## src/rtl/mul_seq_pkg.sv

```systemverilog
// Shared definitions for the EX-stage MUL sequencer.
//   state_t       : sequencer FSM states (IDLE, BUSY, DONE)
//   ALUCTRL_*     : ALU control codes decoded in EX; only ALUCTRL_MUL starts the sequencer
//   CNT_W         : step counter width for the default 32-bit datapath
//   cnt_width()   : counter width for an arbitrary operand width (must hold DATA_W itself)
package mul_seq_pkg;

  typedef enum logic [1:0] {
    ST_IDLE = 2'd0,
    ST_BUSY = 2'd1,
    ST_DONE = 2'd2
  } state_t;

  localparam logic [3:0] ALUCTRL_AND  = 4'b0000;
  localparam logic [3:0] ALUCTRL_XOR  = 4'b0001;
  localparam logic [3:0] ALUCTRL_SLL  = 4'b0010;
  localparam logic [3:0] ALUCTRL_ADD  = 4'b0011;
  localparam logic [3:0] ALUCTRL_SUB  = 4'b0100;
  localparam logic [3:0] ALUCTRL_MUL  = 4'b0101;
  localparam logic [3:0] ALUCTRL_ADDI = 4'b0110;
  localparam logic [3:0] ALUCTRL_SRAI = 4'b0111;
  localparam logic [3:0] ALUCTRL_LWSW = 4'b1000;
  localparam logic [3:0] ALUCTRL_BEQ  = 4'b1001;

  localparam int MUL_DATA_W = 32;
  localparam int CNT_W      = $clog2(MUL_DATA_W + 1);

  function automatic int cnt_width(input int w);
    return $clog2(w + 1);
  endfunction

endpackage

```

## src/rtl/mul_step_datapath.sv

```systemverilog
// Shift-add multiplier datapath: one multiplier bit consumed per step.
// Ports:
//   clk, rst        clock / synchronous active-high reset (clears all registers)
//   load            capture operands, clear accumulator
//   step            perform one shift-add iteration (otherwise registers hold)
//   mcand_in        multiplicand to load
//   mplier_in       multiplier to load
//   acc             current accumulator (product modulo 2^DATA_W)
//   acc_next        accumulator value after this cycle's step (equals acc when not stepping)
//   mplier_zero     all remaining multiplier bits are zero
module mul_step_datapath
  import mul_seq_pkg::*;
#(
  parameter int DATA_W = 32
) (
  input  logic              clk,
  input  logic              rst,
  input  logic              load,
  input  logic              step,
  input  logic [DATA_W-1:0] mcand_in,
  input  logic [DATA_W-1:0] mplier_in,
  output logic [DATA_W-1:0] acc,
  output logic [DATA_W-1:0] acc_next,
  output logic              mplier_zero
);

  logic [DATA_W-1:0] mcand;
  logic [DATA_W-1:0] mplier;

  // Additions wrap: only the low DATA_W product bits are ever needed,
  // and those are identical for signed and unsigned operands.
  always_comb begin
    acc_next = acc;
    if (step && mplier[0]) acc_next = acc + mcand;
  end

  assign mplier_zero = (mplier == '0);

  always_ff @(posedge clk) begin
    if (rst) begin
      acc    <= '0;
      mcand  <= '0;
      mplier <= '0;
    end else if (load) begin
      acc    <= '0;
      mcand  <= mcand_in;
      mplier <= mplier_in;
    end else if (step) begin
      acc    <= acc_next;
      mcand  <= mcand << 1;
      mplier <= mplier >> 1;
    end
  end

endmodule

```

## src/rtl/mul_sequencer.sv

```systemverilog
// Multi-cycle controller for the EX-stage MUL (ALU control 4'b0101).
// Runs an iterative shift-add multiply, stalls IF/ID/EX while it runs and
// presents the low DATA_W product bits for one cycle in DONE.
// Optional build macro: MUL_EARLY_TERM_EN -- finish as soon as the remaining
// multiplier bits are all zero (at least one BUSY cycle).
// Ports:
//   clk_i, rst_i      clock / synchronous active-high reset
//   valid_i           EX holds a valid instruction
//   ALUCtrl_i         ALU control code of the EX instruction
//   rs1_data_i        multiplicand
//   rs2_data_i        multiplier
//   flush_i           kill any in-flight MUL
//   stall_o           hold IF/ID/EX pipeline registers
//   busy_o            sequencer is in BUSY
//   result_valid_o    one-cycle pulse, result_o valid
//   result_o          registered product[DATA_W-1:0]
module mul_sequencer
  import mul_seq_pkg::*;
#(
  parameter int DATA_W    = 32,
  parameter int ALUCTRL_W = 4
) (
  input  logic                 clk_i,
  input  logic                 rst_i,
  input  logic                 valid_i,
  input  logic [ALUCTRL_W-1:0] ALUCtrl_i,
  input  logic [DATA_W-1:0]    rs1_data_i,
  input  logic [DATA_W-1:0]    rs2_data_i,
  input  logic                 flush_i,
  output logic                 stall_o,
  output logic                 busy_o,
  output logic                 result_valid_o,
  output logic [DATA_W-1:0]    result_o
);

  localparam int CW = cnt_width(DATA_W);

  state_t          state, state_next;
  logic [CW-1:0]   count, count_next;
  logic            start;
  logic            load, step, result_load;
  logic [DATA_W-1:0] acc, acc_next;
  logic            mplier_zero;

  assign start = valid_i & (ALUCtrl_i == ALUCTRL_W'(ALUCTRL_MUL)) & ~flush_i;

  mul_step_datapath #(.DATA_W(DATA_W)) u_datapath (
    .clk        (clk_i),
    .rst        (rst_i),
    .load       (load),
    .step       (step),
    .mcand_in   (rs1_data_i),
    .mplier_in  (rs2_data_i),
    .acc        (acc),
    .acc_next   (acc_next),
    .mplier_zero(mplier_zero)
  );

`ifndef MUL_EARLY_TERM_EN
  // Fixed-latency build: the zero flag and the registered accumulator are not consulted.
  logic unused_dp;
  assign unused_dp = mplier_zero ^ (^acc);
`else
  logic unused_dp;
  assign unused_dp = ^acc;
`endif

  always_comb begin
    state_next     = state;
    count_next     = count;
    load           = 1'b0;
    step           = 1'b0;
    result_load    = 1'b0;
    stall_o        = 1'b0;
    busy_o         = 1'b0;
    result_valid_o = 1'b0;
    case (state)
      ST_IDLE: begin
        if (start) begin
          state_next = ST_BUSY;
          count_next = CW'(DATA_W);
          load       = 1'b1;
          stall_o    = 1'b1;
        end
      end
      ST_BUSY: begin
        busy_o  = 1'b1;
        stall_o = 1'b1;
`ifdef MUL_EARLY_TERM_EN
        if (mplier_zero) begin
          state_next  = ST_DONE;
          result_load = 1'b1;
        end else
`endif
        begin
          step       = 1'b1;
          count_next = count - CW'(1);
          // The step taken on the last count produces the final product,
          // so result_o captures acc_next rather than acc.
          if (count == CW'(1)) begin
            state_next  = ST_DONE;
            result_load = 1'b1;
          end
        end
      end
      ST_DONE: begin
        // start is ignored here so the MUL still sitting in EX is not re-issued.
        result_valid_o = 1'b1;
        state_next     = ST_IDLE;
      end
      default: state_next = ST_IDLE;
    endcase
    // Flush beats both start and BUSY->DONE; stall_o still reflects the current state.
    if (flush_i) begin
      state_next  = ST_IDLE;
      load        = 1'b0;
      step        = 1'b0;
      result_load = 1'b0;
    end
  end

  always_ff @(posedge clk_i) begin
    if (rst_i) begin
      state    <= ST_IDLE;
      count    <= '0;
      result_o <= '0;
    end else begin
      state <= state_next;
      count <= count_next;
      if (result_load) result_o <= acc_next;
    end
  end

endmodule

```

## config.mk

```make
export PLATFORM = sky130hd
export DESIGN_NAME = mul_sequencer
export DESIGN_NICKNAME = d
export VERILOG_FILES = /design/src/rtl/mul_seq_pkg.sv /design/src/rtl/mul_step_datapath.sv /design/src/rtl/mul_sequencer.sv
export SDC_FILE = /design/constraint.sdc
export NUM_CORES = 1
export LEC_CHECK = 0
export BUFFER_PORTS_ARGS = -buffer_cell sky130_fd_sc_hd__clkbuf_2
export CAP_MARGIN = 20
export CELL_PAD_IN_SITES_DETAIL_PLACEMENT = 0
export CELL_PAD_IN_SITES_GLOBAL_PLACEMENT = 1
export CORE_ASPECT_RATIO = 1.2
export CORE_UTILIZATION = 41
export DETAILED_ROUTE_END_ITERATION = 12
export GPL_TIMING_DRIVEN = 0
export PLACE_DENSITY = 0.83
export RECOVER_POWER = 100
export SYNTH_ARGS = -nofsm -noshare
export SYNTH_HDL_FRONTEND = slang
export SYNTH_SLANG_ARGS = --single-unit
```

## constraint.sdc

```tcl
create_clock -name clk_i -period 5.2 [get_ports clk_i]
set_clock_uncertainty 0.05 [all_clocks]
set_input_delay 0.78 -clock clk_i [delete_from_list [all_inputs] [get_ports clk_i]]
set_output_delay 0.78 -clock clk_i [all_outputs]
set_load 0.05 [all_outputs]
```

# Word level (Yosys, flattened, before mapping)
# Cells that the tools add are included.
# Widths: inputs -> output; s select.
dict set report totals {
  register_bits 136
  in_bits 72
  elab_cells 45
}
dict set report classes {
  add_sub_neg 2
  eq_ne 6
  muxes 20
  bitwise_logic 3
  reduce_logical 8
}
# operator n
set op_table {}
lappend op_table {{$mux 32} 5}
lappend op_table {{$add 32x32->32} 1}
lappend op_table {{$pmux 6 s2} 1}
lappend op_table {{$mux 1} 9}
lappend op_table {{$eq 6x1->1 const B} 1}
lappend op_table {{$mux 6} 1}
lappend op_table {{$sub 6x1->6 const B} 1}
lappend op_table {{$eq 4x3->1 const B} 1}
lappend op_table {{$mux 2} 2}
lappend op_table {{$ne 2x2->1 const B} 2}
lappend op_table {{$pmux 2 s2} 1}
lappend op_table {{$reduce_and 2->1} 2}
lappend op_table {{$reduce_bool 2->1} 2}
lappend op_table {{$reduce_or 2->1} 2}
lappend op_table {{$and 1x1->1} 2}
lappend op_table {{$eq 2x1->1 const B} 1}
lappend op_table {{$eq 2x2->1 const B} 1}
lappend op_table {{$logic_not 2->1} 1}
lappend op_table {{$pmux 1 s2} 1}
lappend op_table {{$logic_and 1x1->1} 1}
lappend op_table {{$not 1->1} 1}

# Logic depth before layout (Yosys ltp)
# Gate-level depths: netlist (run 1).
dict set report logic_depth {
  depth_word 7
  mapped_depth 10
  ltp_nobuf 10
}

# Cells and area by module
# A second synthesis (run 1) with hierarchy kept.
dict set report unflattened {
  cells_unflattened 943
  area_unflattened_um2 7805.0
}
# mod instances cells_per_inst area_per_inst_um2 seq_area_each_um2
set modules_own_cells {}
lappend modules_own_cells {mul_step_datapath 1 754 5853.1 1921.8}
lappend modules_own_cells {mul_sequencer 1 189 1951.9 800.8}

# Worst setup path after synthesis (run 1)
# No wires, ideal clock.
dict set report synth_path {
  path_type {register to register}
  from {register u_datapath.acc[0]}
  to {register result_o[26]}
  t_arrival_ns 2.405
  required_ns 5.064
  slack_ns 2.659
  path_stages_with_launch 11
  path_buffers 0
  period_less_slack_ns 2.541
  cell_sequence {dfxtp_1 -> ha_1 -> fa_1 -> a21oi_1 -> o21ai_1 -> a211oi_2 -> o21ai_1 -> a31oi_2 -> mux2i_1 -> a211oi_2 -> a211oi_1}
}
dict set report synth_between {
  elab_chain_cells 2
}
# item line_no
set synth_lines {}
lappend synth_lines {{start, declared} mul_step_datapath.sv:22} ;# output logic [DATA_W-1:0] acc,
lappend synth_lines {{start signal, assigned} mul_step_datapath.sv:49} ;# acc <= acc_next;
lappend synth_lines {{$add 32x32->32} mul_step_datapath.sv:34} ;# if (step && mplier[0]) acc_next = acc + mcand;
lappend synth_lines {{$mux 32} mul_step_datapath.sv:34}
lappend synth_lines {{end signal, assigned} mul_sequencer.sv:130} ;# if (result_load) result_o <= acc_next;
lappend synth_lines {{end, declared} mul_sequencer.sv:33} ;# output logic [DATA_W-1:0] result_o
# Every way passes these cells.
# A chain may end at the register's enable or synchronous reset.

# Worst setup path in the final report (run 1)
dict set report layout_path {
  from {register u_datapath.mcand[0]}
  to {register result_o[28]}
}
dict set report layout_between {
  elab_chain_cells 2
}
# item line_no
set layout_lines {}
lappend layout_lines {{start, declared} mul_step_datapath.sv:27} ;# logic [DATA_W-1:0] mcand;
lappend layout_lines {{start signal, assigned} mul_step_datapath.sv:46} ;# mcand <= mcand_in;
lappend layout_lines {{start signal, assigned} mul_step_datapath.sv:50} ;# mcand <= mcand << 1;
lappend layout_lines {{$add 32x32->32} mul_step_datapath.sv:34}
lappend layout_lines {{$mux 32} mul_step_datapath.sv:34}
# Every way passes these cells.

==> impl_metrics.py, run 1 <==
metrics = {
    "worst_setup_path": {
        "crit_path_frequent_cell": "sky130_fd_sc_hd__o21ai_0",
        "crit_buf_inv": 0,
        "cp_slowest_stage_delay_ns": 0.67,
        "arr_time_crit_path_ns": 3.86,
        "critical_path.slowest_cell": "sky130_fd_sc_hd__a211oi_1",
        "crit_chain": "ha_1, fa_1, a21oi_1, o21ai_0, a211oi_1, o21ai_0, o21ai_0, o31ai_1, mux2i_1, a311oi_1",
        "setup.worst_path.start_class": "register",
        "crit_required_ns": 5.42,
        "critical_path_fanout_max": 5,
        "critical-path-top-delay-family": "compound AO/OA/AOI/OAI gates",
        "critical_path_class": "register to register",
        "worst_setup_path_end_kind": "register",
    },
    "final_layout": {
        "antenna_cells_inserted": 0,
        "fin_area_mm2": 0.00821,
        "synthToLayoutAreaGrowth_pct": 17.3,
        "fillCellCount": 1696,
        "finalNetCount": 1093,
        "drive_gt1_frac": 0.111,
    },
    "timing": {
        "clock.fmax_mhz": 275,
        "worst_slew_margin_rel": 0.485,
        "final.min_clock_period_ns": 3.64,
        "hold_viol": 0,
        "finalWorstSetupSlack_ns": 1.56,
        "timing.final.max_slew_violations": 0,
        "timing.setup.tns_ns": 0,
        "final.period_utilization": 0.701,
        "grt_setup_unrepaired": "no",
        "slew_at_the_pin_with_the_worst_max_slew_slack_ns": 0.768,
        "setup_viol": 0,
    },
    "routing": {
        "dr.pass1.iters": 4,
        "avgViaCountPerCell": 5.45,
        "drc_markers": 0,
        "detailedRoute.firstIterationViolations": 316,
        "detail_route.wl_per_cell_um": 16.3,
        "route.final.wire_length_um": 19800,
        "drtAntennaViolNets": 0,
        "vias": 6597,
    },
    "global_route": {
        "grt_pass1_wl_um": 32400,
        "global_route.overflow_total": 0,
        "grt.total_usage": 0.233,
        "pin_count_of_the_biggest_net_entering_global_routing": 17,
        "antenna_found_initial": 0,
        "grt_pass1_vias": 6420,
    },
    "floorplanning": {
        "site_rows": 51,
        "die_y_um": 145,
        "num_io_pins": 107,
        "start_util": 0.425,
        "floorplan.die.width_um": 121,
        "die_area_mm2": 0.0176,
        "standard_cell_core_area_mm2": 0.0165,
    },
    "logic_synthesis": {
        "async_sr_flop_fraction": 0,
        "ys_dominant_reg_cell": "sky130_fd_sc_hd__dfxtp_1",
        "postSynthAreaPerCell_um2": 8.11,
        "synth.ff_latch_count": 136,
        "synth_enable_flop_cells": 0,
        "synth-seq-area-share": 0.389,
        "synth.distinct_cells": 58,
        "synth.cell_area_mm2": 0.00700,
        "post_synth_inst_count": 863,
        "synth_warn": 0,
        "postSynthNetCount": 969,
    },
    "clocking": {
        "insertion_delay_ns": 0.42,
        "number_of_gates_resized_after_cts": 0,
        "cts_max_level": 4,
        "clockRootBuffer": "sky130_fd_sc_hd__clkbuf_16",
        "postCtsHoldBufs": 0,
        "cts.sink_count": 136,
        "clk_transition_reported_paths_ns": 0.06,
        "cts_inserted_buffers": 17,
        "cts_tree": "yes",
        "postCtsSetupBuffers": 0,
        "clockBufferDepth": 2,
    },
    "power_and_ir_drop": {
        "report.power.total_uw": 2200,
        "power.ir.vdd_worst_v": 0.000197,
        "power_density_normalized_to_cell_area_mw_per_mm2": 268,
        "total_leakage_power_uw": 0.00310,
    },
    "placed_design": {
        "hpwlAfterDp_um": 14900,
        "post-place-ws_ns": 2.11,
        "port-buffer-count": 105,
        "finalWeightedCongestion": 0.877,
        "dpl_cell_area_mm2": 0.00779,
    },
    "run": {
        "max-cap-violations": 0,
    },
    "hold_path": {
        "min_path_type": "register to register",
    },
    "run_status": {
        "run_status": "finished clean",
    },
}
where the power goes:
part / internal, uW / switching [uW] / total (uW)
Combinational: 31.7 / 45.2 / 76.9
Sequential: 1050 / 4.34 / 1050
Clock: 628 / 444 / 1070
cell families after synthesis:
| family | count (synthesis) | share of synthesized area |
|---|---|---|
| XOR/XNOR | 26 | 0.0325 |
| AO/OA/AOI/OAI | 253 | 0.256 |
| flip-flops | 136 | 0.389 |
| AND/OR/NAND/NOR | 321 | 0.194 |
| adder cells (fa/ha/maj) | 34 | 0.0619 |
| buffers and inverters | 76 | 0.0422 |
| multiplexers | 17 | 0.0243 |
cell usage after synthesis (5+ instances only):
master / n / area share
sky130_fd_sc_hd__buf_2: 8 / 0.0057
sky130_fd_sc_hd__o21bai_1: 5 / 0.0054
sky130_fd_sc_hd__nand3_1: 13 / 0.0093
sky130_fd_sc_hd__nand3b_1: 5 / 0.0054
sky130_fd_sc_hd__a22oi_1: 30 / 0.032
sky130_fd_sc_hd__xnor2_1: 20 / 0.025
sky130_fd_sc_hd__a21oi_1: 77 / 0.055
sky130_fd_sc_hd__a211oi_1: 29 / 0.031
sky130_fd_sc_hd__mux2i_1: 17 / 0.024
sky130_fd_sc_hd__clkbuf_1: 52 / 0.028
sky130_fd_sc_hd__nor3_1: 12 / 0.0086
sky130_fd_sc_hd__o211ai_1: 6 / 0.0064
sky130_fd_sc_hd__xor2_1: 6 / 0.0075
sky130_fd_sc_hd__o21ai_1: 5 / 0.0036
sky130_fd_sc_hd__nand2_1: 127 / 0.068
sky130_fd_sc_hd__ha_1: 33 / 0.059
sky130_fd_sc_hd__nor2_1: 126 / 0.068
sky130_fd_sc_hd__dfxtp_1: 136 / 0.39
sky130_fd_sc_hd__a311oi_1: 38 / 0.048
sky130_fd_sc_hd__nand2b_1: 7 / 0.0063
sky130_fd_sc_hd__nand4_1: 8 / 0.0072
sky130_fd_sc_hd__inv_1: 9 / 0.0048
sky130_fd_sc_hd__a21o_1: 18 / 0.019
sky130_fd_sc_hd__buf_1: 6 / 0.0032
sky130_fd_sc_hd__o21ai_0: 13 / 0.0093
final cells by class:
| cell class | instances | area (um^2) | area share |
|---|---|---|---|
| Sequential cell | 136 | 2720 | 0.332 |
| Tap cell | 212 | 265 | 0.0323 |
| Clock buffer | 23 | 468 | 0.0570 |
| Inverter | 10 | 37.5 | 0.00457 |
| Clock inverter | 8 | 48.8 | 0.00595 |
| Buffer | 66 | 255 | 0.0311 |
| Timing Repair Buffer | 105 | 480 | 0.0585 |
| Multi-Input combinational cell | 651 | 3930 | 0.479 |
sequential cells by signal (all words and copies together), names as in the netlist:
| register | count |
|---|---|
| u_datapath.acc | 32 |
| count | 6 |
| u_datapath.mcand | 32 |
| u_datapath.mplier | 32 |
| state | 2 |
| result_o | 32 |
routing by layer:
| layer | track usage | up-vias | wire (um) |
|---|---|---|---|
| li1 | - | 3351 | - |
| met1 | 0.292 | 3097 | 9010 |
| met2 | 0.398 | 131 | 9600 |
| met3 | 0.0499 | 18 | 895 |
| met4 | 0.0648 | 0 | 264 |
| met5 | 0 | - | 0 |
final timing paths:
kind | start | to | slack (ns) | cells after the start
setup / recovery | u_datapath.mcand[0]$_SDFFE_PP0P_ | result_o[28]$_SDFFE_PP0P_ | 1.56 | 10
setup reg to reg | u_datapath.mcand[0]$_SDFFE_PP0P_ | result_o[28]$_SDFFE_PP0P_ | 1.56 | 10
hold / removal | u_datapath.mplier[9]$_SDFFE_PP0P_ | u_datapath.mplier[9]$_SDFFE_PP0P_ | 0.40 | 2
hold reg to reg | u_datapath.mplier[9]$_SDFFE_PP0P_ | u_datapath.mplier[9]$_SDFFE_PP0P_ | 0.40 | 2
per-stage QoR:
step                utilization  cells  hold slack (ns)
floorplan                     -    863            0.386
global placement          0.473   1180            0.393
detailed placement        0.473   1180            0.399
CTS                       0.504   1211            0.406
global route              0.499   1211            0.425
finish                    0.499   1211            0.403
cell usage in the layout (no fill, tap or decap), types with 6 or more instances in the layout:
cell,n
sky130_fd_sc_hd__a211oi_1,31
sky130_fd_sc_hd__a21o_1,18
sky130_fd_sc_hd__a21oi_1,77
sky130_fd_sc_hd__a22oi_1,30
sky130_fd_sc_hd__a311oi_1,38
sky130_fd_sc_hd__buf_2,6
sky130_fd_sc_hd__clkbuf_1,99
sky130_fd_sc_hd__clkbuf_16,17
sky130_fd_sc_hd__clkbuf_2,69
sky130_fd_sc_hd__dfxtp_1,136
sky130_fd_sc_hd__ha_1,33
sky130_fd_sc_hd__inv_1,10
sky130_fd_sc_hd__mux2i_1,17
sky130_fd_sc_hd__nand2_1,127
sky130_fd_sc_hd__nand2b_1,7
sky130_fd_sc_hd__nand3_1,13
sky130_fd_sc_hd__nand4_1,8
sky130_fd_sc_hd__nor2_1,126
sky130_fd_sc_hd__nor3_1,12
sky130_fd_sc_hd__o211ai_1,6
sky130_fd_sc_hd__o21ai_0,18
sky130_fd_sc_hd__xnor2_1,20
sky130_fd_sc_hd__xor2_1,6
tightest hold or removal path, delay by kind of cell (launching register included):
kind	cells	cell delay [ns]
flip-flops	1	0.31
AND/OR/NAND/NOR	1	0.05
AO/OA/AOI/OAI	1	0.05
No activity file was read; power rests on OpenSTA's default activity.
==> inputs of run 2 (changes only) <==
ABC_AREA = 1   (was default)
CORE_UTILIZATION = 37   (was 41)
PLACE_DENSITY = 0.82   (was 0.83)
clock period = 3.26 ns   (was 5.2 ns; I/O delays follow)
==> run 2 against run 1 <==
Clock power increased by 81%. Combinational power increased by 50%. Global-route usage decreased by 0.68 points. Critical endpoint is now result_o[9]$_SDFFE_PP0P_.
==> impl_metrics.py, run 2 <==
metrics = {
    "floorplanning": {
        "standard_cell_core_area_mm2": 0.0197,
        "floorplan.die.width_um": 132,
        "start_util": 0.381,
        "die_y_um": 158,
        "die_area_mm2": 0.0208,
        "num_io_pins": 107,
        "site_rows": 56,
    },
    "logic_synthesis": {
        "yosys.cell_count.top_type": "sky130_fd_sc_hd__nand2_1",
        "yosys.area.top_type_share": 0.363,
        "postSynthNetCount": 1247,
        "synth-seq-area-share": 0.363,
        "synth.distinct_cells": 37,
        "post_synth_main_area_contributors": "sky130_fd_sc_hd__dfxtp_1, sky130_fd_sc_hd__nand2_1, sky130_fd_sc_hd__inv_1, sky130_fd_sc_hd__ha_1, sky130_fd_sc_hd__a31oi_1",
        "synth.cell_area_mm2": 0.00750,
        "synth.cells.most_frequent": "sky130_fd_sc_hd__nand2_1, sky130_fd_sc_hd__dfxtp_1, sky130_fd_sc_hd__inv_1, sky130_fd_sc_hd__nor2_1, sky130_fd_sc_hd__a31oi_1",
        "async_sr_flop_fraction": 0,
        "synth.ff_latch_count": 136,
        "synth_enable_flop_cells": 0,
        "postSynthAreaPerCell_um2": 6.57,
        "post_synth_inst_count": 1141,
        "synth_warn": 0,
        "ys_dominant_reg_cell": "sky130_fd_sc_hd__dfxtp_1",
        "synthDominantAreaCellType": "sky130_fd_sc_hd__dfxtp_1",
    },
    "clocking": {
        "number_of_gates_resized_after_cts": 0,
        "cts.sink_count": 136,
        "postCtsHoldBufs": 0,
        "insertion_delay_ns": 0.42,
        "clk_transition_reported_paths_ns": 0.06,
        "clockRootBuffer": "sky130_fd_sc_hd__clkbuf_16",
        "clockBufferDepth": 2,
        "cts_max_level": 4,
        "cts_inserted_buffers": 17,
        "postCtsSetupBuffers": 0,
        "cts_tree": "yes",
    },
    "timing": {
        "timing.final.max_slew_violations": 0,
        "hold_viol": 0,
        "slew_at_the_pin_with_the_worst_max_slew_slack_ns": 0.844,
        "final.period_utilization": 0.803,
        "final.min_clock_period_ns": 2.62,
        "timing.setup.tns_ns": 0,
        "clock.fmax_mhz": 382,
        "finalWorstSetupSlack_ns": 0.642,
        "worst_slew_margin_rel": 0.437,
        "setup_viol": 0,
        "grt_setup_unrepaired": "no",
    },
    "power_and_ir_drop": {
        "power.ir.vdd_worst_v": 0.000332,
        "total_leakage_power_uw": 0.00418,
        "report.power.total_uw": 3730,
        "power_density_normalized_to_cell_area_mw_per_mm2": 420,
    },
    "worst_setup_path": {
        "critical_path.slowest_cell": "sky130_fd_sc_hd__clkinvlp_2",
        "worst_setup_path_end_kind": "register",
        "crit_chain": "inv_1, nand2_1, nor2_8, nand2_1, clkinvlp_2, buf_4, o21ai_0, a21oi_1",
        "critical-path-top-delay-family": "buffers and inverters",
        "critical_path_fanout_max": 10,
        "crit_buf_inv": 3,
        "arr_time_crit_path_ns": 2.86,
        "crit_required_ns": 3.50,
        "cp_slowest_stage_delay_ns": 0.48,
        "setup.worst_path.start_class": "register",
        "crit_path_frequent_cell": "sky130_fd_sc_hd__nand2_1",
        "critical_path_class": "register to register",
    },
    "final_layout": {
        "synthToLayoutAreaGrowth_pct": 18.2,
        "layout_common_cells": "sky130_fd_sc_hd__nand2_1, sky130_fd_sc_hd__dfxtp_1, sky130_fd_sc_hd__inv_1",
        "finalNetCount": 1371,
        "multiInputGateArea_mm2": 0.00403,
        "area.sequential_mm2": 0.00272,
        "antenna_cells_inserted": 0,
        "mostFrequentLayoutCell": "sky130_fd_sc_hd__nand2_1",
        "drive_gt1_frac": 0.105,
        "finish.utilization": 0.450,
        "fillCellCount": 2137,
    },
    "global_route": {
        "grt_pass1_vias": 7331,
        "antenna_found_initial": 0,
        "global_route.overflow_total": 0,
        "pin_count_of_the_biggest_net_entering_global_routing": 17,
        "grt_pass1_wl_um": 36600,
        "grt.total_usage": 0.226,
    },
    "routing": {
        "drc_markers": 0,
        "dr.pass1.iters": 5,
        "drtAntennaViolNets": 0,
        "detail_route.wl_per_cell_um": 14.5,
        "vias": 7413,
        "detailedRoute.firstIterationViolations": 324,
        "route.final.wire_length_um": 22400,
        "avgViaCountPerCell": 4.82,
    },
    "run_status": {
        "run_status": "finished clean",
    },
    "hold_path": {
        "min_path_type": "input pin to register",
    },
    "placed_design": {
        "finalWeightedCongestion": 0.885,
        "hpwlAfterDp_um": 17900,
        "post-place-ws_ns": 0.872,
        "port-buffer-count": 105,
    },
    "run": {
        "max-cap-violations": 0,
    },
}
==> run 2: changes by cell type after synthesis, sizes merged, moves of 22 or more <==
cell,delta
nor2,-47
clkbuf,-33
a22oi,-30
a21oi,-22
a211oi,-31
nand3,+34
a311oi,-39
nand2,+315
inv,+125
a31oi,+58
==> run 2: worst min-delay path: cells and delay by family <==
family                 cells  cell delay (ns)
buffers and inverters      1             0.08
AO/OA/AOI/OAI              1             0.06
AND/OR/NAND/NOR            1             0.05
==> run 2: layer usage <==
metal / track usage / share of wire
met2: 0.416 / 0.50
met3: 0.0439 / 0.041
met1: 0.259 / 0.44
met4: 0.0842 / 0.026
met5: 0 / 0
==> run 2: cell families after synthesis <==
family,share of synthesized area
compound gates,0.123
xor+xnor,0.0164
fa+ha+maj,0.0577
buf+inv,0.0970
flops,0.363
mux,0.0174
simple gates,0.325
==> run 2: power by group <==
group          leakage [uW]  switching, uW  internal [uW]
registers           0.00110           4.68           1670
logic               0.00281           68.3           47.1
clock network      0.000280            745           1190
==> run 2: per-stage QoR <==
| stage | instances | cell area [um^2] | hold slack [ns] |
|---|---|---|---|
| finish | 1539 | 8860 | 0.257 |
| global route | 1539 | 8860 | 0.260 |
| CTS | 1539 | 8940 | 0.249 |
| detailed placement | 1507 | 8350 | 0.411 |
| global placement | 1507 | 8350 | 0.400 |
| floorplan | 1141 | 7500 | 0.390 |
==> run 2: worst paths after layout <==
path	cells past startpoint	slack, ns	startpoint	to
worst max-delay path	8	0.64	state[1]$_SDFFE_PP0P_	result_o[9]$_SDFFE_PP0P_
worst max register to register	8	0.64	state[1]$_SDFFE_PP0P_	result_o[9]$_SDFFE_PP0P_
worst min register to register	2	0.41	u_datapath.mplier[31]$_SDFFE_PP0P_	u_datapath.mplier[31]$_SDFFE_PP0P_
worst min-delay path	3	0.26	rs2_data_i[14]	u_datapath.mplier[14]$_SDFFE_PP0P_
==> run 2: cell type report <==
type,count,share of cell area
Sequential cell,136,0.307
Tap cell,261,0.0368
Inverter,135,0.0573
Buffer,43,0.0230
Clock inverter,9,0.0128
Clock buffer,23,0.0539
Timing Repair Buffer,105,0.0543
Multi-Input combinational cell,827,0.455
